$ cat src/rtl/nand_fault_injector.sv
// nand_fault_injector: seed-driven bit-error injector on the NAND read-data path.
// The injector sits between the flash DIO capture and the ECC decoder.
// Each arm builds a small fault table. The table holds either LFSR-random
// positions inside a byte window, or one directed position. The injector then
// corrupts those bits on the next page and disarms.
// Optional build macro: FI_STUCK_AT_EN adds stuck_val_i. Matched bits are then
// forced to that value instead of being flipped.
module nand_fault_injector #(
  parameter int DATA_W     = 8,
  parameter int PAGE_BYTES = 2112,
  parameter int MAX_FAULTS = 16,
  parameter int ADDR_W     = 12
) (
  input  logic                             HCLK,
  input  logic                             HRESETn,
  input  logic                             arm_i,
  input  logic                             mode_i,
  input  logic [31:0]                      seed_i,
  input  logic [$clog2(MAX_FAULTS+1)-1:0]  fault_num_i,
  input  logic [ADDR_W-1:0]                lo_i,
  input  logic [ADDR_W-1:0]                hi_i,
  input  logic [ADDR_W-1:0]                dir_byte_i,
  input  logic [$clog2(DATA_W)-1:0]        dir_bit_i,
`ifdef FI_STUCK_AT_EN
  input  logic                             stuck_val_i,
`endif
  input  logic                             s_valid_i,
  input  logic                             s_sop_i,
  input  logic [DATA_W-1:0]                s_data_i,
  output logic                             m_valid_o,
  output logic [DATA_W-1:0]                m_data_o,
  output logic                             m_fault_o,
  output logic                             busy_o,
  output logic                             armed_o,
  output logic                             done_o,
  output logic                             cfg_err_o,
  output logic [$clog2(MAX_FAULTS+1)-1:0]  inj_cnt_o
);

  localparam int CNT_W = $clog2(MAX_FAULTS + 1);
  localparam int BIT_W = $clog2(DATA_W);
  localparam int unsigned ADDR_WU = ADDR_W;
  localparam logic [31:0]       LFSR_TAPS = 32'h8020_0003;  // x^32+x^22+x^2+x+1
  localparam logic [ADDR_W-1:0] LAST_IDX  = ADDR_W'(PAGE_BYTES - 1);
  localparam logic [ADDR_W:0]   PAGE_N    = (ADDR_W + 1)'(PAGE_BYTES);
  localparam logic [CNT_W-1:0]  MAX_N     = CNT_W'(MAX_FAULTS);
  localparam logic [CNT_W-1:0]  CNT_SAT   = '1;

  typedef enum logic [1:0] {
    S_IDLE,
    S_GEN,
    S_ARMED,
    S_INJECT
  } state_t;

  state_t state_q, state_d;

  logic [31:0]       lfsr_q, lfsr_d, lfsr_nxt;

  // Latched arm configuration
  logic              mode_q;
  logic [CNT_W-1:0]  target_q;
  logic [ADDR_W-1:0] lo_q;
  logic [ADDR_W-1:0] span_m1_q;
  logic [ADDR_W-1:0] cmask_q;
  logic [ADDR_W-1:0] dbyte_q;
  logic [BIT_W-1:0]  dbit_q;
  logic [ADDR_W-1:0] span_fill;

  // Fault table
  logic              tbl_vld_q  [MAX_FAULTS];
  logic [ADDR_W-1:0] tbl_byte_q [MAX_FAULTS];
  logic [BIT_W-1:0]  tbl_bit_q  [MAX_FAULTS];
  logic [CNT_W-1:0]  ent_cnt_q;

  // Streaming side
  logic [ADDR_W-1:0] idx_q, idx_d, cur_idx;
  logic [CNT_W-1:0]  inj_cnt_q, inj_cnt_d;
  logic              m_valid_q, m_fault_q, fault_d;
  logic [DATA_W-1:0] m_data_q, out_d, mask;
  logic              last_q, done_q, cfg_err_q;

  // FSM decode outputs
  logic              arm_ok, cfg_err_d, wr_en, inj_act, page_end;
  logic [ADDR_W-1:0] wr_byte, cand;
  logic [BIT_W-1:0]  wr_bit;

  // Candidate mask: fill every bit below the MSB of (hi - lo) so cand covers span
  always_comb begin
    span_fill = hi_i - lo_i;
    for (int unsigned s = 1; s < ADDR_WU; s = s << 1) begin
      span_fill = span_fill | (span_fill >> s);
    end
  end

  // Galois LFSR step and current rejection-sampling candidate
  always_comb begin
    lfsr_nxt = {1'b0, lfsr_q[31:1]} ^ (lfsr_q[0] ? LFSR_TAPS : 32'h0);
    cand     = lfsr_q[ADDR_W-1:0] & cmask_q;
  end

  // Byte index and injection window.
  // The SOP byte that leaves ARMED is already index 0 of the injected page.
  always_comb begin
    cur_idx  = s_sop_i ? '0 : idx_q;
    inj_act  = s_valid_i && ((state_q == S_INJECT) || (state_q == S_ARMED && s_sop_i));
    page_end = inj_act && (cur_idx == LAST_IDX);
    idx_d    = inj_act ? cur_idx + 1'b1 : idx_q;
  end

  // Next-state logic: arm validation, table generation, page tracking
  always_comb begin
    state_d   = state_q;
    lfsr_d    = lfsr_q;
    arm_ok    = 1'b0;
    cfg_err_d = 1'b0;
    wr_en     = 1'b0;
    wr_byte   = '0;
    wr_bit    = '0;
    case (state_q)
      S_IDLE: begin
        if (arm_i) begin
          if (!mode_i && ((lo_i > hi_i) || ({1'b0, hi_i} >= PAGE_N))) begin
            cfg_err_d = 1'b1;
          end else begin
            arm_ok  = 1'b1;
            lfsr_d  = (seed_i == 32'h0) ? 32'h1 : seed_i;
            state_d = S_GEN;
          end
        end
      end
      S_GEN: begin
        lfsr_d = lfsr_nxt;
        if (mode_q) begin
          wr_en   = 1'b1;
          wr_byte = dbyte_q;
          wr_bit  = dbit_q;
          state_d = S_ARMED;
        end else if (ent_cnt_q == target_q) begin
          state_d = S_ARMED;
        end else if (cand <= span_m1_q) begin
          wr_en   = 1'b1;
          wr_byte = lo_q + cand;
          wr_bit  = lfsr_q[31 -: BIT_W];
          if (ent_cnt_q + CNT_W'(1) == target_q) begin
            state_d = S_ARMED;
          end
        end
      end
      S_ARMED: begin
        if (inj_act) begin
          state_d = page_end ? S_IDLE : S_INJECT;
        end
      end
      S_INJECT: begin
        if (page_end) begin
          state_d = S_IDLE;
        end
      end
      default: state_d = S_IDLE;
    endcase
  end

  // State and LFSR registers
  always_ff @(posedge HCLK or negedge HRESETn) begin
    if (!HRESETn) begin
      state_q <= S_IDLE;
      lfsr_q  <= 32'h1;
    end else begin
      state_q <= state_d;
      lfsr_q  <= lfsr_d;
    end
  end

  // Configuration latched on an accepted arm
  always_ff @(posedge HCLK or negedge HRESETn) begin
    if (!HRESETn) begin
      mode_q    <= 1'b0;
      target_q  <= '0;
      lo_q      <= '0;
      span_m1_q <= '0;
      cmask_q   <= '0;
      dbyte_q   <= '0;
      dbit_q    <= '0;
    end else if (arm_ok) begin
      mode_q    <= mode_i;
      target_q  <= (fault_num_i > MAX_N) ? MAX_N : fault_num_i;
      lo_q      <= lo_i;
      span_m1_q <= hi_i - lo_i;
      cmask_q   <= span_fill;
      dbyte_q   <= dir_byte_i;
      dbit_q    <= dir_bit_i;
    end
  end

  // Fault table: cleared on arm, appended one entry per accepted candidate
  always_ff @(posedge HCLK or negedge HRESETn) begin
    if (!HRESETn) begin
      ent_cnt_q <= '0;
      for (int unsigned i = 0; i < MAX_FAULTS; i++) begin
        tbl_vld_q[i]  <= 1'b0;
        tbl_byte_q[i] <= '0;
        tbl_bit_q[i]  <= '0;
      end
    end else if (arm_ok) begin
      ent_cnt_q <= '0;
      for (int unsigned i = 0; i < MAX_FAULTS; i++) begin
        tbl_vld_q[i] <= 1'b0;
      end
    end else if (wr_en) begin
      ent_cnt_q <= ent_cnt_q + 1'b1;
      for (int unsigned i = 0; i < MAX_FAULTS; i++) begin
        if (ent_cnt_q == CNT_W'(i)) begin
          tbl_vld_q[i]  <= 1'b1;
          tbl_byte_q[i] <= wr_byte;
          tbl_bit_q[i]  <= wr_bit;
        end
      end
    end
  end

  // Per-byte bit mask from matching table entries and the modified byte
  always_comb begin
    mask = '0;
    for (int unsigned i = 0; i < MAX_FAULTS; i++) begin
      if (tbl_vld_q[i] && (tbl_byte_q[i] == cur_idx)) begin
`ifdef FI_STUCK_AT_EN
        mask = mask | (DATA_W'(1) << tbl_bit_q[i]);
`else
        mask = mask ^ (DATA_W'(1) << tbl_bit_q[i]);
`endif
      end
    end
    if (!inj_act) begin
      mask = '0;
    end
`ifdef FI_STUCK_AT_EN
    out_d = stuck_val_i ? (s_data_i | mask) : (s_data_i & ~mask);
`else
    out_d = s_data_i ^ mask;
`endif
    fault_d   = (out_d != s_data_i);
    inj_cnt_d = inj_cnt_q;
    if (arm_ok) begin
      inj_cnt_d = '0;
    end else if (fault_d && (inj_cnt_q != CNT_SAT)) begin
      inj_cnt_d = inj_cnt_q + 1'b1;
    end
  end

  // One-cycle datapath register, index tracking, and status pulses
  always_ff @(posedge HCLK or negedge HRESETn) begin
    if (!HRESETn) begin
      m_valid_q <= 1'b0;
      m_data_q  <= '0;
      m_fault_q <= 1'b0;
      idx_q     <= '0;
      inj_cnt_q <= '0;
      last_q    <= 1'b0;
      done_q    <= 1'b0;
      cfg_err_q <= 1'b0;
    end else begin
      m_valid_q <= s_valid_i;
      m_data_q  <= out_d;
      m_fault_q <= fault_d;
      idx_q     <= idx_d;
      inj_cnt_q <= inj_cnt_d;
      last_q    <= page_end;
      done_q    <= last_q;
      cfg_err_q <= cfg_err_d;
    end
  end

  assign m_valid_o = m_valid_q;
  assign m_data_o  = m_data_q;
  assign m_fault_o = m_fault_q;
  assign inj_cnt_o = inj_cnt_q;
  assign done_o    = done_q;
  assign cfg_err_o = cfg_err_q;
  assign busy_o    = (state_q == S_GEN);
  assign armed_o   = (state_q == S_ARMED) || (state_q == S_INJECT);

endmodule

$ cat config.mk
export PLATFORM = sky130hd
export DESIGN_NAME = nand_fault_injector
export DESIGN_NICKNAME = d
export VERILOG_FILES = /design/src/rtl/nand_fault_injector.sv
export SDC_FILE = /design/constraint.sdc
export NUM_CORES = 1
export LEC_CHECK = 0
export CORE_MARGIN = 2
export CORE_UTILIZATION = 32
export CTS_BUF_LIST = sky130_fd_sc_hd__clkbuf_16
export DETAILED_ROUTE_END_ITERATION = 8
export SYNTH_ARGS = -nofsm -noshare
export SYNTH_HDL_FRONTEND = slang
export SYNTH_SLANG_ARGS = --single-unit
$ cat constraint.sdc
create_clock -name HCLK -period 3.6 [get_ports HCLK]
set_input_delay 0.54 -clock HCLK [delete_from_list [all_inputs] [get_ports HCLK]]
set_output_delay 0.54 -clock HCLK [all_outputs]
set_load 0.1 [all_outputs]
Word level (Yosys, flattened, before mapping)
Index checks and enable logic that the tools add are counted.
Storage, ports and cells
  word-level logic and storage cells: 314
  bits of input ports: 90
  bits in registers: 382
Operators by class
  $lt $le $gt $ge: 4
  multiplexer cells: 74
  reduce and logical (&&, ||, !) cells: 81
  bitwise gates (word level): 23
  $add $sub $neg: 5
  shifts and indexed selects: 16
  equal/unequal tests: 45
Operator list (number)
  == test 12 bit: 16
  two-way mux 8 bit: 17
  two-way mux 32 bit: 4
  left shift 1 x 3 -> 8 bit (first input constant): 16
  bitwise XOR 8 bit: 16
  one-hot mux 32 bit (2 select lines): 1
  two-way mux 12 bit: 5
  AND reduction 3 bit: 17
  == test 5 x 4 -> 1 bit (second input constant): 8
  nonzero test 2 bit: 19
  logical NOT 32 bit: 1
  two-way mux 16 bit: 2
  AND reduction 2 bit: 16
  bitwise XOR 31 x 32 -> 32 bit: 1
  two-way mux 1 bit: 26
  two-way mux 5 bit: 5
  logical AND 1 bit: 21
  == test 5 x 3 -> 1 bit (second input constant): 4
  two-way mux 2 bit: 9
  adder 12 x 1 -> 12 bit (second input constant): 1
  adder 12 bit: 1
  bitwise AND 12 bit: 1
  == test 12 bit (second input constant): 1
  greater-or-equal comparator 12 bit (second input constant): 1
  26 further kinds: 39

Longest topological paths before layout
  word-level depth: 40
  depth in mapped cells: 19

Worst setup path after synthesis
Ideal clock, no wire load.
  path kind: input -> register
  start point: in s_sop_i
  end point: reg inj_cnt_q[1] (netlist: inj_cnt_o[1])
  path buffers: 3
  stages on the path: 15
  slack: -576 ps
  setup time: 132 ps
  arrival time: 4044 ps
  cell sequence: buf_6 -> buf_6 -> buf_2 -> or4b_1 -> a32o_1 -> nor4_1 -> and2_1 -> nand3b_1 -> xor2_1 -> xnor3_1 -> xnor3_2 -> a21oi_2 -> o41ai_4 -> mux2i_1 -> nor2_1
On the way
  cells in the longest elaborated chain, start to end: 39
  elaborated cells on any way between the ends: 72
Ends and longest elaborated chain
  from (decl): line 28  | input logic s_sop_i,
  two-way mux 12 bit: line 105  | cur_idx = s_sop_i ? '0 : idx_q;
  == test 12 bit: line 226  | if (tbl_vld_q[i] && (tbl_byte_q[i] == cur_idx)) begin
  logical AND 1 bit: line 226
  two-way mux 8 bit: line 226
  bitwise XOR 8 bit: line 230  | mask = mask ^ (DATA_W'(1) << tbl_bit_q[i]);
  two-way mux 8 bit: line 226
  bitwise XOR 8 bit: line 230
  two-way mux 8 bit: line 226
  [... 23 more ...]
  two-way mux 8 bit: line 226
  bitwise XOR 8 bit: line 230
  two-way mux 8 bit: line 226
  two-way mux 8 bit *: line 234  | if (!inj_act) begin
  bitwise XOR 8 bit *: line 240  | out_d = s_data_i ^ mask;
  inequality test 8 bit *: line 242  | fault_d = (out_d != s_data_i);
  logical AND 1 bit *: line 246  | end else if (fault_d && (inj_cnt_q != CNT_SAT)) begin
  nonzero test 2 bit (no line) *
  to (signal assigned): line 267  | inj_cnt_q <= inj_cnt_d;
  to (decl): line 78  | logic [CNT_W-1:0] inj_cnt_q, inj_cnt_d;
Every way passes the cells marked *; elsewhere a longest branch is shown, timed or not.
A chain may end at the register's enable or synchronous reset.

Worst setup path after layout
  start point: reg idx_q[5]
  end point: reg inj_cnt_q[4] (netlist: inj_cnt_o[4])
On the way
  cells in the longest elaborated chain, start to end: 39
  elaborated cells on any way between the ends: 69
Ends and longest elaborated chain
  from (decl): line 77  | logic [ADDR_W-1:0] idx_q, idx_d, cur_idx;
  from (signal assigned): line 266  | idx_q <= idx_d;
  two-way mux 12 bit *: line 105
  == test 12 bit: line 226
  logical AND 1 bit: line 226
  two-way mux 8 bit: line 226
  bitwise XOR 8 bit: line 230
  two-way mux 8 bit: line 226
  bitwise XOR 8 bit: line 230
  two-way mux 8 bit: line 226
  [... 23 more ...]
  two-way mux 8 bit: line 226
  bitwise XOR 8 bit: line 230
  two-way mux 8 bit *: line 226
  two-way mux 8 bit *: line 234
  bitwise XOR 8 bit *: line 240
  inequality test 8 bit *: line 242
  logical AND 1 bit *: line 246
  nonzero test 2 bit (no line) *
Marked as above.

==> out/summary.log <==
qor: detailed_routing.avgRoutedWirePerCell 18.5 µm
qor: global_routing.grt.total_usage 19.8%
qor: finish.final_core_utilization 42.4%
qor: detailed_routing.routed_via_density 5.11
qor: sta.period_share 115%
qor: power.power.density_cell_area 660 nW/µm²
qor: placement.finalWeightedCongestion 0.880
qor: run_status.status finished, violations left
qor: worst_setup_path.timing.critical_path.from_type register
qor: power.total_leakage_power 0.0128 µW
qor: sta.holdWs 349 ps
qor: die.die_height 269 µm
qor: sta.layout_setup_ws -553 ps
qor: detailed_routing.drc 0
qor: global_routing.globalRouteOverflowTotal 0
qor: yosys.ys_warn_count 0
qor: worst_setup_path.critical_path_arrival 4620 ps
qor: finish.num-nets-final 3047
qor: detailed_routing.first_pass_iters 5
qor: clock_tree.clkLatencyLatePin 590 ps
qor: detailed_routing.drt_first_iter_violations 1638
qor: yosys.ys_seq_area_share 42.4%
qor: global_routing.grt_antenna_before_repair 1
qor: sta.relSlewSlack 30.3%
qor: clock_tree.numCtsBuffers 45
qor: clock_tree.clock_path_buffers 3
qor: detailed_routing.post_detailed_routing_wire_length 72100 µm
qor: finish.n_fill_cell 6809
qor: worst_setup_path.required 4070 ps
qor: yosys.synthesis.area_per_instance 8.86 µm²
qor: die.die-area 72500 µm²
qor: global_routing.grt_first_pass_wirelength 114000 µm
qor: yosys.synth_edf_count 0
qor: yosys.synth_nets 2675
qor: yosys.netlist-cell-type-count 93
qor: sta.report.final.slew_viol_count 0
qor: placement.preCtsSetupSlack -1200 ps
qor: global_routing.first_global_vias 19300
qor: clock_tree.cts_max_level 2
qor: sta.final-setup-viol-count 12
qor: worst_setup_path.critPathMaxFanout 6
qor: yosys.yosys_register_bits 381
qor: clock_tree.cts.sink_count 381
qor: detailed_routing.vias_after_detailed_routing 19900
qor: detailed_routing.route.antenna.remaining_nets 0
qor: power.total_power 19600 µW
qor: sta.fmaxAchievable 0.241 GHz
qor: die.core.rowCount 97
qor: yosys.syn_area 22500 µm²
qor: hold_path.holdCritPathClass reg -> reg
qor: run_status.violations negative setup slack
qor: finish.layout-drive-gt1-share 21.3%
qor: placement.placedInstanceArea 27100 µm²
qor: finish.areaGrowthSynthToFinish 31.5%
qor: sta.worst_pin_slew 1040 ps
qor: worst_setup_path.end_kind register
qor: sta.clock_skew 22.9 ps
qor: worst_setup_path.worst_r2r_path_depth 16
qor: yosys.postSynth.topFlopCell dfrtp_1
qor: die.initial_utilization 32.2%
qor: finish.insertedDiodeCount 0
qor: finish.final_design_area_no_fill 29600 µm²
qor: clock_tree.worst_setup_hold_path_clk_slew 60 ps
qor: hold_path.holdPathStages 0
qor: placement.dpl.hpwl 51900 µm
qor: die.io_pins 109
qor: clock_tree.cts_root_buf clkbuf_16
qor: flow_run.max_cap_viol_count 0
qor: sta.rsz0062_at_grt true
qor: clock_tree.cts_tree yes
qor: placement.place.port_buffers 108
qor: yosys.async_reset_ff_share 100%
qor: worst_setup_path.critical_path_class reg -> reg
qor: sta.report.final.hold_viol_count 0
qor: worst_setup_path.rrSetupSlack -550 ps
qor: global_routing.grt_start_max_net_pins 70
qor: die.floorplan_core_area 69800 µm²
qor: die.die_width 269 µm
qor: yosys.post_synth_inst_count 2541
qor: power.worst_ir_drop_vdd 0.468 mV
qor: sta.minimum_period_implied_by_the_final_worst_setup_slack 4150 ps
## power breakdown
group / total [µW] / switching, µW / leakage (µW) / internal (µW)
logic: 8810 / 4770 / 0.00701 / 4030
clock network: 4560 / 1920 / 0.000724 / 2640
registers: 6190 / 910 / 0.00506 / 5280
## state kept, by name, indices dropped and copies added (netlist names), 2 cells and up
register and count:
lo_q 12, lfsr_q 32, cmask_q 11, span_m1_q 12
ent_cnt_q 5, state_q 2, tbl_vld_q 16, inj_cnt_o 5
m_data_o 8, dbit_q 3, dbyte_q 12, tbl_byte_q 192
tbl_bit_q 48, idx_q 12, target_q 5
## metrics by stage
step / TNS (ps) / std cells
3_5_place_dp: -88330 / 3777
2_1_floorplan: -1710 / 2541
6_report: -3230 / 3888
4_1_cts: -2670 / 3877
5_1_grt: -5330 / 3888
3_3_place_gp: -87100 / 3777
## metal layers
layer	share of wire [%]	track usage (%)	vias to the layer above
li1	-	-	9636
met3	4.6	2.31	94
met4	2.0	4.65	0
met2	47	32.4	472
met1	46	27.8	9668
met5	0	0	-
## cell families (layout without fill, tap and decap cells)
| family | after synthesis | count (layout) | synth area share (%) |
|---|---|---|---|
| buf+inv | 251 | 657 | 4.55 |
| mux | 39 | 39 | 1.93 |
| xor+xnor | 208 | 208 | 9.57 |
| compound gates | 593 | 593 | 16.5 |
| flops | 381 | 381 | 42.4 |
| fa+ha+maj | 44 | 44 | 2.51 |
| simple gates | 1025 | 1026 | 22.6 |
## cells in the final DEF, fill, tap and decap left out, types with 46 or more instances in the layout
master             n
clkdlybuf4s50_1  105
inv_1             89
dfrtp_1          377
a21oi_1          112
xnor2_1          109
nand2_1          426
buf_4            329
o21ai_0          245
clkbuf_16         46
xor2_1            66
nor2_1           189
## synthesized netlist by cell type, drive strengths merged (6+ instances only)
cell       n  area (µm²)
o31ai     13         103
o211ai     7        57.6
o22ai     19         119
a21oi    120         608
or2        6        37.5
o21bai    15         113
a32oi     15         131
nor2b     47         294
xnor3     24         542
buf       54         284
a222oi     7        70.1
xnor2    113         990
xor2      71         622
a22oi     18         135
a221oi     9        85.1
o32a       8        80.1
inv       91         342
nor4      32         231
nor3b     16         120
nand2    432        1620
nor4bb    19         190
o32ai     13         114
nor2     194         728
and3       7        43.8
nand2b    42         263
dfrtp    380        9510
a31oi     25         156
a22o      11        96.3
mux2      36         405
clkbuf   103         388
or4        8        63.8
nand3b    28         210
and2      17         106
nand3     45         225
ha        42         526
o21ai    254        1270
nor3      51         255
nor4b     18         195
nand4     36         231
a2111oi    6        65.1
## worst max-delay path: stages, from the launching register on
cell       delay, ps
dfrtp_1          390
nand2b_2         200
a2111oi_1        460
o211ai_1         230
and4bb_4         410
buf_6            130
nand2b_4          60
nor3b_2          160
xnor3_1          400
xnor3_1          400
xnor3_2          280
a21oi_4           70
o41ai_4          310
buf_4            190
buf_4            110
mux2i_1          170
nor2_1            50
## final timing paths
check                      startpoint        endpoint
min                            last_q          done_o
max in group asynchronous     HRESETn      dbyte_q[7]
max                          idx_q[5]    inj_cnt_o[4]
min in group asynchronous     HRESETn  tbl_byte_q[46]
min reg2reg                    last_q          done_o
max reg2reg                  idx_q[5]    inj_cnt_o[4]
## cell type report
type                            count  area [µm²]  area share, %
Clock buffer                       45        1130           3.80
Clock inverter                     37         320           1.08
Inverter                           94         363           1.23
Multi-Input combinational cell   1910       12700           42.9
Sequential cell                   381        9540           32.2
Tap cell                          940        1180           3.97
Timing Repair Buffer              481        4380           14.8
## what timing repair did
| action | 4_1_cts | 5_1_grt |
|---|---|---|
| pin swaps | 32 | 32 |
| setup endpoints to repair | 58 | 196 |
| buffers inserted | 16 | 10 |
| resized for setup | 82 | 64 |
| hold endpoints to repair | 62 | 0 |
| gates cloned | 1 | 1 |
| hold buffers | 1 | 0 |
(Power assumes the default switching activity.)
